<file path="config.mk">
export PLATFORM = sky130hd
export DESIGN_NAME = wb_arbiter
export DESIGN_NICKNAME = d
export VERILOG_FILES = /design/src/rtl/wb_arbiter.sv
export SDC_FILE = /design/constraint.sdc
export NUM_CORES = 1
export LEC_CHECK = 0
export BUFFER_PORTS_ARGS = -buffer_cell sky130_fd_sc_hd__buf_2
export CORE_MARGIN = 4
export CORE_UTILIZATION = 50
export DETAILED_ROUTE_END_ITERATION = 7
export HOLD_SLACK_MARGIN = 0.12
export PLACE_DENSITY = 0.73
export SLEW_MARGIN = 15
export SYNTH_ARGS = -nofsm -noshare
export SYNTH_HDL_FRONTEND = slang
export SYNTH_SLANG_ARGS = --single-unit
</file>
<file path="constraint.sdc">
create_clock -name clock -period 3 [get_ports clock]
set_clock_uncertainty 0.2 [all_clocks]
set_input_delay 0.6 -clock clock [delete_from_list [all_inputs] [get_ports clock]]
set_output_delay 0.6 -clock clock [all_outputs]
set_load 0.05 [all_outputs]
</file>
<file path="src/rtl/wb_arbiter.sv">
// Writeback arbiter: merges EXE results and LSU load completions onto the single
// register-file write port, queueing loads in a small FIFO. Optional WB_PERF_CNT_EN adds perf counters.
module wb_arbiter #(
  parameter int DEPTH = 2,
  parameter int XLEN  = 32
) (
  input  logic            clock,
  input  logic            reset,
  input  logic            exe_valid,
  output logic            exe_ready,
  input  logic [4:0]      exe_rd,
  input  logic            exe_rd_en,
  input  logic [XLEN-1:0] exe_data,
  input  logic            lsu_valid,
  output logic            lsu_ready,
  input  logic [4:0]      lsu_rd,
  input  logic            lsu_rd_en,
  input  logic [XLEN-1:0] lsu_data,
`ifdef WB_PERF_CNT_EN
  output logic [31:0]     perf_wb_cnt,
  output logic [31:0]     perf_stall_cnt,
`endif
  output logic [4:0]      rd_final_rd_wb,
  output logic            rd_final_rd_wb_en,
  output logic [XLEN-1:0] rd_final_rd_wb_data
);

  localparam int AW = $clog2(DEPTH);

  logic [4:0]      q_rd   [DEPTH];
  logic [XLEN-1:0] q_data [DEPTH];
  logic [AW-1:0]   wr_ptr, rd_ptr;
  logic [AW:0]     count;

  logic            full, lsu_xfer, lsu_real, waw;
  logic            push, pop, bypass;
  logic            sel_we;
  logic [4:0]      sel_rd;
  logic [XLEN-1:0] sel_data;
  logic [AW-1:0]   idx;

  assign full      = (count == (AW+1)'(DEPTH));
  assign lsu_ready = !full;
  assign lsu_xfer  = lsu_valid && lsu_ready;
  assign lsu_real  = lsu_xfer && lsu_rd_en && (lsu_rd != 5'd0);

  // Only occupied slots (head .. head+count-1) take part in the hazard compare.
  always_comb begin
    waw = lsu_xfer && (lsu_rd != 5'd0) && (lsu_rd == exe_rd);
    idx = '0;
    for (int i = 0; i < DEPTH; i++) begin
      idx = rd_ptr + AW'(i);
      if (((AW+1)'(i) < count) && (q_rd[idx] == exe_rd))
        waw = 1'b1;
    end
  end

  always_comb begin
    exe_ready = 1'b0;
    pop       = 1'b0;
    bypass    = 1'b0;
    sel_we    = 1'b0;
    sel_rd    = '0;
    sel_data  = '0;
    if (full) begin
      pop = 1'b1;
    end else if (exe_valid && !waw) begin
      exe_ready = 1'b1;
      sel_we    = exe_rd_en && (exe_rd != 5'd0);
      sel_rd    = exe_rd;
      sel_data  = exe_data;
    end else if (count != '0) begin
      pop = 1'b1;
    end else if (lsu_real) begin
      bypass   = 1'b1;
      sel_we   = 1'b1;
      sel_rd   = lsu_rd;
      sel_data = lsu_data;
    end
    if (pop) begin
      sel_we   = 1'b1;
      sel_rd   = q_rd[rd_ptr];
      sel_data = q_data[rd_ptr];
    end
  end

  assign push = lsu_real && !bypass;

  always_ff @(posedge clock or negedge reset) begin
    if (!reset) begin
      wr_ptr <= '0;
      rd_ptr <= '0;
      count  <= '0;
      for (int i = 0; i < DEPTH; i++) begin
        q_rd[i]   <= '0;
        q_data[i] <= '0;
      end
    end else begin
      if (push) begin
        q_rd[wr_ptr]   <= lsu_rd;
        q_data[wr_ptr] <= lsu_data;
        wr_ptr         <= wr_ptr + 1'b1;
      end
      if (pop)
        rd_ptr <= rd_ptr + 1'b1;
      case ({push, pop})
        2'b10:   count <= count + 1'b1;
        2'b01:   count <= count - 1'b1;
        default: count <= count;
      endcase
    end
  end

  always_ff @(posedge clock or negedge reset) begin
    if (!reset) begin
      rd_final_rd_wb_en   <= 1'b0;
      rd_final_rd_wb      <= '0;
      rd_final_rd_wb_data <= '0;
    end else begin
      rd_final_rd_wb_en <= sel_we;
      if (sel_we) begin
        rd_final_rd_wb      <= sel_rd;
        rd_final_rd_wb_data <= sel_data;
      end
    end
  end

`ifdef WB_PERF_CNT_EN
  always_ff @(posedge clock or negedge reset) begin
    if (!reset) begin
      perf_wb_cnt    <= '0;
      perf_stall_cnt <= '0;
    end else begin
      if (rd_final_rd_wb_en && (perf_wb_cnt != '1))
        perf_wb_cnt <= perf_wb_cnt + 1'b1;
      if (exe_valid && !exe_ready && (perf_stall_cnt != '1))
        perf_stall_cnt <= perf_stall_cnt + 1'b1;
    end
  end
`endif

endmodule

</file>
After elaboration in Yosys (flattened, before gate mapping)
Index checks and enable logic that the tools add are counted.
{"block": "word_totals", "regBits": 116, "out_inout_bits": 40, "word_cells": 87}
{"block": "classes", "addsub": 4, "magnitude_cmp": 6, "eq_ne": 6, "n_mux": 40, "bitwise_logic": 3, "n_reduce_logical": 18}
{"op": "2-to-1 mux 32 bit", "n": 9}
{"op": "bitwise mux 64 bit", "n": 1}
{"op": "2-to-1 mux 5 bit", "n": 12}
{"op": "demux 32 bit (select 1 bit)", "n": 1}
{"op": "== test 5 bit", "n": 3}
{"op": "2-to-1 mux 1 bit", "n": 14}
{"op": "logical AND 1 bit", "n": 11}
{"op": "bitwise mux 10 bit", "n": 1}
{"op": "nonzero test 5 bit", "n": 2}
{"op": ">= comparator 2 bit, second input constant", "n": 3}
{"op": "inverter 1 -> 2 bit", "n": 3}
{"op": "demux 5 bit (select 1 bit)", "n": 1}
{"op": "== test 2 bit, second input constant", "n": 2}
{"op": "< comparator 1 x 2 -> 1 bit, first input constant", "n": 2}
{"op": "one-hot mux 2 bit (2 select lines)", "n": 1}
{"op": "nonzero test 2 bit", "n": 2}
{"op": "zero test 1 bit", "n": 3}
{"op": "adder 1 bit, second input constant", "n": 2}
{"op": "adder 2 x 1 -> 2 bit, second input constant", "n": 1}
{"op": "== test 2 x 1 -> 1 bit, second input constant", "n": 1}
{"op": "< comparator 2 x 1 -> 1 bit, second input constant", "n": 1}
{"op": "subtractor 2 x 1 -> 2 bit, second input constant", "n": 1}

Depth between registers and ports, before layout
Gate-level depths: netlist of the first run.
{"block": "depth", "word_depth": 16, "depth_mapped": 12, "depth_no_buf": 11}

Least setup slack after synthesis of the first run
Ideal clock, no wire load.
{"block": "synth_path", "path_kind": "in2out", "from": "input port lsu_rd[4]", "to": "output port exe_ready", "arrival_time_ns": 2.481, "path_slack_ns": -0.281, "cell_stages": 7, "n_path_buf": 2, "path_cell_list": "or3_1 o311a_1 a41o_1 a21oi_2 buf_2 buf_2 and3_1"}
{"block": "synth_between", "elab_chain_len": 9}
{"element": "from (decl)", "line": "16", "source": "input logic [4:0] lsu_rd,"}
{"element": "nonzero test 5 bit", "line": "49", "source": "waw = lsu_xfer && (lsu_rd != 5'd0) && (lsu_rd == exe_rd);"}
{"element": "logical AND 1 bit", "line": "49"}
{"element": "logical AND 1 bit (*)", "line": "49"}
{"element": "2-to-1 mux 1 bit (*) (2 in a row)", "line": "53", "source": "if (((AW+1)'(i) < count) && (q_rd[idx] == exe_rd))"}
{"element": "zero test 1 bit (*)", "line": "67", "source": "end else if (exe_valid && !waw) begin"}
{"element": "logical AND 1 bit (*)", "line": "67"}
{"element": "2-to-1 mux 1 bit (*)", "line": "67"}
{"element": "2-to-1 mux 1 bit (*)", "line": "65", "source": "if (full) begin"}
{"element": "to (decl)", "line": "10", "source": "output logic exe_ready,"}
Mark *: on every way between the ends. The rest lies on a longest branch, timed or not.

Final worst setup path of the first run
Same ends and word-level chain as after synthesis.

==> results of run 1 <==
stage by stage:
stage                     cells  setup WS [ns]
after global routing        823        0.00179
after floorplan             517         0.0141
after global placement      786        -0.0763
after detailed placement    786         -0.111
final                       824         0.0520
after CTS                   821        0.00908
placed cells by master, fill, tap and decap left out, types with 3 or more instances in the layout:
| cell | synthesis | layout |
|---|---|---|
| buf_12 | 6 | 10 |
| mux2_4 | 60 | 60 |
| xnor2_1 | 16 | 15 |
| and3_1 | 7 | 6 |
| inv_1 | 6 | 6 |
| buf_4 | 0 | 22 |
| ha_1 | 4 | 4 |
| xor2_1 | 3 | 3 |
| clkbuf_16 | 0 | 17 |
| mux2_2 | 15 | 15 |
| o22ai_1 | 5 | 5 |
| mux2i_4 | 0 | 3 |
| clkinv_2 | 0 | 4 |
| clkbuf_1 | 18 | 3 |
| buf_2 | 15 | 117 |
| nand3_1 | 106 | 106 |
| o21a_1 | 32 | 32 |
| o2bb2ai_1 | 32 | 32 |
| dfrtp_1 | 116 | 114 |
| nand2_1 | 3 | 3 |
| mux2i_1 | 42 | 37 |
| o21ai_0 | 5 | 5 |
routing by layer:
layer | up-vias | share of wire
li1 | 2153 | -
met2 | 178 | 0.48
met1 | 2330 | 0.44
met4 | 0 | 0.014
met5 | - | 0
met3 | 20 | 0.066
final cells by class:
class | count | area, um^2 | area share
Clock inverter | 9 | 105 | 0.0134
Sequential cell | 116 | 2910 | 0.371
Antenna cell | 1 | 2.50 | 0.000320
Inverter | 6 | 22.5 | 0.00288
Multi-Input combinational cell | 351 | 3140 | 0.401
Tap cell | 168 | 210 | 0.0269
Timing Repair Buffer | 151 | 972 | 0.124
Clock buffer | 22 | 464 | 0.0594
sequential cells by signal (all words and copies together) (netlist names):
register,cells
rd_ptr,1
q_data,64
wr_ptr,1
count,2
rd_final_rd_wb_data,32
rd_final_rd_wb,5
q_rd,10
rd_final_rd_wb_en,1
critical path: stages:
cell	delay, ns
buf_2	0.11
or3_1	0.39
o311a_1	0.33
a41o_1	0.23
a21oi_4	0.13
and3_4	0.20
buf_6	0.15
worst paths after layout:
kind                            cells past startpoint    startpoint                 to  slack [ns]
worst max-delay path                                7     lsu_rd[4]          exe_ready        0.05
worst max register to register                     12        rd_ptr           count[1]        0.23
min in group asynchronous                           2         reset  rd_final_rd_wb_en        0.46
worst min-delay path                                2  lsu_data[31]         q_data[31]        0.26
worst min register to register                      1    q_data[35]         q_data[35]        0.30
max in group asynchronous                           3         reset             rd_ptr        1.34
timing repair:
item                                    CTS  global route
hold buffers                              1             0
hold endpoints to repair                 27             0
buffers inserted                          3             2
pin swaps                                 1             3
resized for setup                         4            11
endpoints found under the setup margin    1             1
power groups by stage:
stage / logic (mW) / clock network (mW) / registers [mW]
6_report: 4.68 / 1.96 / 2.89
3_3_place_gp: 4.37 / 0 / 2.85
3_5_place_dp: 4.48 / 0 / 2.89
4_1_cts: 4.59 / 1.99 / 2.86
5_1_grt: 5.02 / 2.07 / 2.99
2_1_floorplan: 2.75 / 0 / 3.62
kinds of logic (layout without fill, tap and decap cells):
| family | after synthesis | after routing | synth area share |
|---|---|---|---|
| multiplexers | 117 | 117 | 0.237 |
| buffers and inverters | 50 | 188 | 0.0531 |
| AND/OR/NAND/NOR | 128 | 128 | 0.110 |
| AO/OA/AOI/OAI | 83 | 83 | 0.104 |
| adder cells (fa/ha/maj) | 4 | 4 | 0.00796 |
| other | 0 | 1 | 0 |
| flip-flops | 116 | 116 | 0.461 |
| XOR/XNOR | 19 | 19 | 0.0265 |
==> flow_metrics.env, run 1 <==
export IMPL_status="complete, no violations"
export IMPL_cp_end_kind="primary output"
export IMPL_first_pass_iters=6
export IMPL_p_leak_nw=3.57
export IMPL_synthesis_nets=601
export IMPL_yosysMostFrequentCell="dfrtp_1"
export IMPL_switching_share=0.399
export IMPL_viasPerCell=5.68
export IMPL_fmax_mhz=339
export IMPL_grt_busiest_layer="met2"
export IMPL_fin_crit_ns=2.95
export IMPL_grt_use_met3=0.0580
export IMPL_finalHoldWorstSlack_ns=0.255
export IMPL_avgRoutedWirePerCell_um=18.7
export IMPL_worst_pin_slew_ns=0.480
export IMPL_startpoint_type="input pin"
export IMPL_grt_max_degree=90
export IMPL_dp_hpwl_mm=10.3
export IMPL_grt_pass1_vias=4795
export IMPL_grt_use_met1=0.303
export IMPL_power_total_mw=9.53
export IMPL_ys_dominant_reg_cell="dfrtp_1"
export IMPL_required_ns=2.20
export IMPL_avgSynthCellArea_um2=12.2
export IMPL_fp_row_count=40
export IMPL_fillers=896
export IMPL_p_int_mw=5.73
export IMPL_synth_common_cells="dfrtp_1 (116), nand3_1 (106), mux2_4 (60)"
export IMPL_portBuffers=119
export IMPL_share_comb_of_total_power=0.491
export IMPL_fin_crit_sh=0.983
export IMPL_path_max_fanout=3
export IMPL_die_area_um2=14400
export IMPL_slew_viol_final=0
export IMPL_vias=4681
export IMPL_yosysTopAreaCellShare=0.461
export IMPL_drv_cap=0
export IMPL_synth_area_leaders="dfrtp_1 (46%), mux2_4 (14%), nand3_1 (8.4%), mux2i_1 (6.7%), o2bb2ai_1 (4.5%)"
export IMPL_power_frac_seq=0.303
export IMPL_area_delta_synth_final_pct=24.3
export IMPL_syn_inst=517
export IMPL_fin_nets=727
export IMPL_clkSinkCount=116
export IMPL_antenna_found_initial=0
export IMPL_fin_setup_tns_ns=0
export IMPL_globalplace_congestion=0.847
export IMPL_ys_ff_latch=116
export IMPL_ys_types=37
export IMPL_rsz0062_at_grt="false"
export IMPL_clk_pin_slew_ns=0.05
export IMPL_ios=120
export IMPL_slew_headroom=0.680
export IMPL_clockPowerShare=0.206
export IMPL_cts_made_buffers=17
export IMPL_finalHoldViolations=0
export IMPL_synth_top_area_cell="dfrtp_1"
export IMPL_hold_class="input pin to flip-flop"
export IMPL_drt_total_wl_mm=15.4
export IMPL_setup_viol=0
export IMPL_design_core_area_um2=12200
export IMPL_synthArstFlopShare=1.00
export IMPL_cts_root_buf="clkbuf_16"
export IMPL_synth_edff_count=0
export IMPL_die_width_um=120
export IMPL_clk_latency_ns=0.41
export IMPL_ir_drop_uv=582
export IMPL_drc_errors=0
export IMPL_power_density_nw_per_um2=1220
export IMPL_ant_nets=0
export IMPL_p_sw_mw=3.80
export IMPL_yosysSeqAreaShare=0.461
export IMPL_syn_area_um2=6290
export IMPL_drive_gt1_frac=0.412
export IMPL_met2_usage=0.356
export IMPL_final_util=0.643
export IMPL_grt_ovfl_total=0
export IMPL_die_h_um=120
export IMPL_start_util=0.517
export IMPL_htree_num_levels=4
export IMPL_grt_pass1_wl_mm=25.4
export IMPL_postPlaceCellArea_um2=7110
export IMPL_gr_usage_all_layers=0.223
export IMPL_tritoncts="yes"
export IMPL_design_area_um2=7820
export IMPL_yosys_warnings=0
export IMPL_drt_initial_drc_count=413
export IMPL_cp_arrival_ns=2.15
export IMPL_crit_type="input pin to primary output"
export IMPL_cts_buffer_depth=2
No activity file was read; power rests on OpenSTA's default activity.
==> run 2: changes to the inputs <==
Settings changed: CAP_MARGIN set to 20, PLACE_DENSITY 0.73 to 0.76.
Clock period 3 ns to 2.7 ns, I/O delays scaled along.
==> run 2 against run 1 <==
Net effect: the run now ends with setup timing left; cell area rose by 14%; core utilization rose by 8.9 points; combinational power rose by 50%; clock power rose by 18%; die area did not move; power rose by 32%; clock-buffer cell count fell by 4; critical path depth did not move; flip-flop and latch count did not move; first-iteration DRC count fell by 8.0%; register-to-register slack got worse by 0.55 ns; critical endpoint unchanged; largest cell class unchanged; largest power group unchanged.
==> flow_metrics.env, run 2 (synthesis gave the netlist of run 1 again) <==
export IMPL_design_core_area_um2=12200
export IMPL_final_util=0.733
export IMPL_drc_errors=0
export IMPL_antenna_cells=0
export IMPL_portBuffers=119
export IMPL_drv_cap=0
export IMPL_cts_root_buf="clkbuf_16"
export IMPL_drt_total_wl_mm=21.1
export IMPL_first_pass_iters=5
export IMPL_clkSinkCount=116
export IMPL_highest_layer="met4"
export IMPL_die_width_um=120
export IMPL_vias=5253
export IMPL_tritoncts="yes"
export IMPL_grt_pass1_wl_mm=30.2
export IMPL_worst_pin_slew_ns=0.472
export IMPL_globalplace_congestion=0.899
export IMPL_setup_viol=116
export IMPL_dp_hpwl_mm=10.6
export IMPL_start_util=0.517
export IMPL_gr_usage_all_layers=0.275
export IMPL_cp_arrival_ns=2.35
export IMPL_regMostFlops="q_data"
export IMPL_cp_end_kind="primary output"
export IMPL_multi_input_area_um2=3410
export IMPL_die_h_um=120
export IMPL_finalHoldViolations=0
export IMPL_fillers=767
export IMPL_slew_headroom=0.686
export IMPL_ios=120
export IMPL_ant_nets=0
export IMPL_drive_gt1_frac=0.512
export IMPL_largest_register_ffs=64
export IMPL_area_delta_synth_final_pct=41.6
export IMPL_avgRoutedWirePerCell_um=24.3
export IMPL_register_area_um2=2910
export IMPL_fin_ws_ns=-0.386
export IMPL_wl_met2_mm=10.7
export IMPL_p_leak_nw=4.05
export IMPL_finalHoldWorstSlack_ns=0.187
export IMPL_fp_row_count=40
export IMPL_antenna_found_initial=0
export IMPL_hold_class="input pin to flip-flop"
export IMPL_clk_pin_slew_ns=0.06
export IMPL_status="finished with violations"
export IMPL_clk_latency_ns=0.42
export IMPL_drt_initial_drc_count=380
export IMPL_crit_type="flip-flop to primary output"
export IMPL_rsz0062_at_grt="true"
export IMPL_required_ns=1.96
export IMPL_cts_made_buffers=17
export IMPL_die_area_um2=14400
export IMPL_fin_nets=772
export IMPL_startpoint_type="flip-flop"
export IMPL_path_max_fanout=7
export IMPL_fin_crit_sh=1.14
export IMPL_ir_drop_uv=877
export IMPL_fin_crit_ns=3.09
export IMPL_final_common_cell="buf_2"
export IMPL_viasPerCell=6.04
export IMPL_grt_pass1_vias=5386
export IMPL_violations="setup timing"
export IMPL_mostFrequentLayoutCells="buf_2 (117), dfrtp_1 (114), nand3_1 (99)"
export IMPL_slew_viol_final=0
export IMPL_power_density_nw_per_um2=1420
export IMPL_power_total_mw=12.6
export IMPL_top_regs="q_data: 64 flops, rd_final_rd_wb_data: 32 flops, q_rd: 10 flops"
export IMPL_grt_ovfl_total=0
export IMPL_grt_max_degree=71
export IMPL_cts_buffer_depth=2
export IMPL_fmax_mhz=324
export IMPL_wl_met1_mm=8.20
export IMPL_htree_num_levels=4
export IMPL_wl_met3_mm=1.53
run 2: changes by cell type in the layout (fill, tap and decap cells not counted), moves of 11 or more:
cell,change
buf_4,+11
mux2_2,-15
mux2_4,+15
o2bb2ai_1,-14
o2bb2ai_2,+14
run 2: worst max-delay path: stages, from the launching register on:
cell	delay [ns]
dfrtp_4	0.55
buf_4	0.19
mux2i_1	0.26
xnor2_1	0.21
nor2_1	0.15
a21oi_4	0.20
and3_4	0.20
buf_6	0.15
run 2: per-layer routing:
| metal | vias up | global-route usage |
|---|---|---|
| met5 | - | 0 |
| met4 | 0 | 0.0995 |
| met3 | 66 | 0.0739 |
| met2 | 275 | 0.466 |
| met1 | 2661 | 0.337 |
| li1 | 2251 | - |
run 2: cell type report:
cell class,instances,share of cell area
multi-input combinational,351,0.383
sequential,116,0.326
timing repair buffer,196,0.196
clock buffer,18,0.0493
tap,168,0.0236
clock inverter,14,0.0180
inverter,6,0.00393
run 2: per-stage QoR:
stage / instance area (um^2) / setup WS (ns) / TNS [ns] / instances
global placement: 7260 / -0.300 / -32.38 / 795
finish: 8910 / -0.386 / -25.44 / 869
floorplan: 6380 / -0.166 / -11.95 / 517
CTS: 8590 / -0.251 / -13.01 / 861
global route: 8910 / -0.459 / -32.08 / 869
detailed placement: 7260 / -0.327 / -34.70 / 795
run 2: timing repair:
item                                    in CTS  in global routing
resized for setup                           57                 47
pin swaps                                   10                 18
endpoints found under the setup margin      36                116
cloned                                      13                  9
hold buffers                                 1                  0
endpoints found under the hold margin       17                  0
buffers inserted                            20                  7
run 2: power breakdown:
part	switching [mW]	internal, mW	total, mW
Clock	0.846	1.47	2.31
Sequential	0.668	2.65	3.32
Combinational	3.62	3.37	7.00
Total	5.14	7.49	12.6
run 2: worst paths after layout:
| check | to | slack, ns | cells after the start | from |
|---|---|---|---|---|
| worst max-delay path | exe_ready | -0.39 | 7 | rd_ptr |
| worst min-delay path | q_data[46] | 0.19 | 2 | lsu_data[14] |
| worst max register to register | rd_final_rd_wb_data[26] | -0.32 | 11 | rd_ptr |
| worst min register to register | q_data[52] | 0.31 | 1 | q_data[52] |
| max in group asynchronous | rd_final_rd_wb_data[28] | 1.25 | 3 | reset |
| min in group asynchronous | rd_final_rd_wb_data[14] | 0.36 | 2 | reset |
==> run 3: changes to the inputs <==
Settings changed: CORE_UTILIZATION 50 to 51, GPL_ROUTABILITY_DRIVEN set to 1, PLACE_DENSITY 0.76 to 0.77.
==> run 3 against run 2 <==
Net effect: the run still ends with setup timing left; core utilization rose by 1.8 points; global-route usage fell by 0.89 points; fmax fell by 0.23%; sequential share of layout area fell by 0.55 points; largest power group unchanged.
==> flow_metrics.env, run 3 (synthesis gave the netlist of run 1 again) <==
export IMPL_cp_end_kind="primary output"
export IMPL_grt_ovfl_total=0
export IMPL_drt_total_wl_mm=22.4
export IMPL_area_delta_synth_final_pct=43.9
export IMPL_power_density_nw_per_um2=1420
export IMPL_finalHoldViolations=0
export IMPL_slew_viol_final=0
export IMPL_die_h_um=119
export IMPL_hold_class="input pin to flip-flop"
export IMPL_regMostFlops="q_data"
export IMPL_cts_buffer_depth=2
export IMPL_clk_pin_slew_ns=0.05
export IMPL_startpoint_type="flip-flop"
export IMPL_grt_pass1_vias=5249
export IMPL_clkSinkCount=116
export IMPL_crit_chain="buf_6 -> buf_4 -> mux2i_2 -> xnor2_1 -> nor2_1 -> nand2_2 -> and3_4 -> buf_8"
export IMPL_ir_drop_uv=704
export IMPL_path_max_fanout=4
export IMPL_ios=120
export IMPL_fp_row_count=40
export IMPL_slew_headroom=0.633
export IMPL_grt_max_degree=43
export IMPL_top_regs="q_data: 64 flops, rd_final_rd_wb_data: 32 flops, q_rd: 10 flops"
export IMPL_required_ns=1.96
export IMPL_fin_nets=770
export IMPL_fmax_mhz=323
export IMPL_fin_crit_sh=1.15
export IMPL_path_buf_inv=3
export IMPL_tritoncts="yes"
export IMPL_cp_top_family="simple AND/OR/NAND/NOR gates"
export IMPL_crit_slowest_cell="dfrtp_2"
export IMPL_p_leak_nw=4.09
export IMPL_htree_num_levels=4
export IMPL_grt_pass1_wl_mm=29.1
export IMPL_mostFrequentLayoutCells="buf_2 (117), dfrtp_1 (114), nand3_1 (81)"
export IMPL_largest_register_ffs=64
export IMPL_drc_errors=0
export IMPL_viasPerCell=6.23
export IMPL_clk_latency_ns=0.42
export IMPL_final_common_cell="buf_2"
export IMPL_gr_usage_all_layers=0.266
export IMPL_cp_arrival_ns=2.35
export IMPL_globalplace_congestion=0.854
export IMPL_drv_cap=0
export IMPL_die_width_um=119
export IMPL_violations="setup timing"
export IMPL_crit_type="flip-flop to primary output"
export IMPL_drive_gt1_frac=0.538
export IMPL_vias=5421
export IMPL_status="finished with violations"
export IMPL_fin_crit_ns=3.09
export IMPL_design_core_area_um2=12100
export IMPL_die_area_um2=14200
export IMPL_avgRoutedWirePerCell_um=25.8
export IMPL_crit_path_max_incr_delay_ns=0.45
export IMPL_first_pass_iters=5
export IMPL_start_util=0.522
export IMPL_cts_made_buffers=17
export IMPL_dp_worst_setup_slack_ns=-0.303
export IMPL_ant_nets=0
export IMPL_setup_viol=115
export IMPL_fin_ws_ns=-0.393
export IMPL_finalHoldWorstSlack_ns=0.186
export IMPL_antenna_found_initial=3
export IMPL_worst_pin_slew_ns=0.550
export IMPL_rsz0062_at_grt="true"
export IMPL_portBuffers=119
export IMPL_cts_root_buf="clkbuf_16"
export IMPL_drt_initial_drc_count=623
export IMPL_dp_hpwl_mm=10.5
## run 3: stage by stage
stage	instance area, um^2	total power [mW]	cells	setup TNS (ns)	utilization
floorplan	6380	7.18	517	-11.95	-
global placement	7210	8.18	792	-27.08	0.598
detailed placement	7210	8.38	792	-32.10	0.598
CTS	8340	11.8	845	-4.10	0.692
global route	9050	13.3	868	-25.31	0.750
finish	9050	12.8	870	-19.89	0.751
## run 3: report_power, final
group / leakage (nW) / switching [mW] / total, mW / internal, mW
Combinational: 2.39 / 3.70 / 7.07 / 3.37
Sequential: 1.40 / 0.658 / 3.31 / 2.65
Clock: 0.304 / 0.821 / 2.44 / 1.62
Total: 4.09 / 5.17 / 12.8 / 7.64
## run 3: worst reg2reg max path: stages, from the launching register on
cell	delay, ns
dfrtp_2	0.45
buf_6	0.16
mux2i_2	0.27
xnor2_2	0.17
nor4_4	0.08
buf_4	0.13
buf_4	0.12
a21o_1	0.19
a21o_4	0.28
nor2_8	0.28
clkbuf_16	0.23
mux2_4	0.30
## run 3: path summary, 6_finish.rpt
check	from	endpoint	slack (ns)	depth (start not counted)
max in group asynchronous	reset	rd_final_rd_wb_data[29]	1.14	3
setup / recovery	rd_ptr	exe_ready	-0.39	8
min in group asynchronous	reset	rd_final_rd_wb_data[12]	0.46	2
hold / removal	lsu_data[31]	q_data[31]	0.19	2
hold reg to reg	q_data[37]	q_data[37]	0.31	1
setup reg to reg	rd_ptr	q_data[45]	-0.26	11
## run 3: final cells by class
cell class / count / area [um^2]
Multi-Input combinational cell: 353 / 3550
Fill cell: 726 / 3010
Sequential cell: 116 / 2910
Timing Repair Buffer: 192 / 1710
Clock buffer: 20 / 467
Tap cell: 168 / 210
Clock inverter: 12 / 178
Inverter: 6 / 25.0
Antenna cell: 3 / 7.51
## run 3: per-layer routing
layer / vias up / track usage / part of all wire
li1: 2269 / - / -
met1: 2743 / 0.342 / 0.39
met2: 335 / 0.425 / 0.48
met3: 72 / 0.0774 / 0.087
met4: 2 / 0.102 / 0.035
met5: - / 0 / 0.00089
## run 3: what timing repair did
item                       CTS  global route
hold endpoints to repair    37             0
hold buffers                 1             0
cloned                       8            17
pin swaps                   13            18
resized for setup           40            75
setup endpoints to repair   41           116
setup buffers               14            10
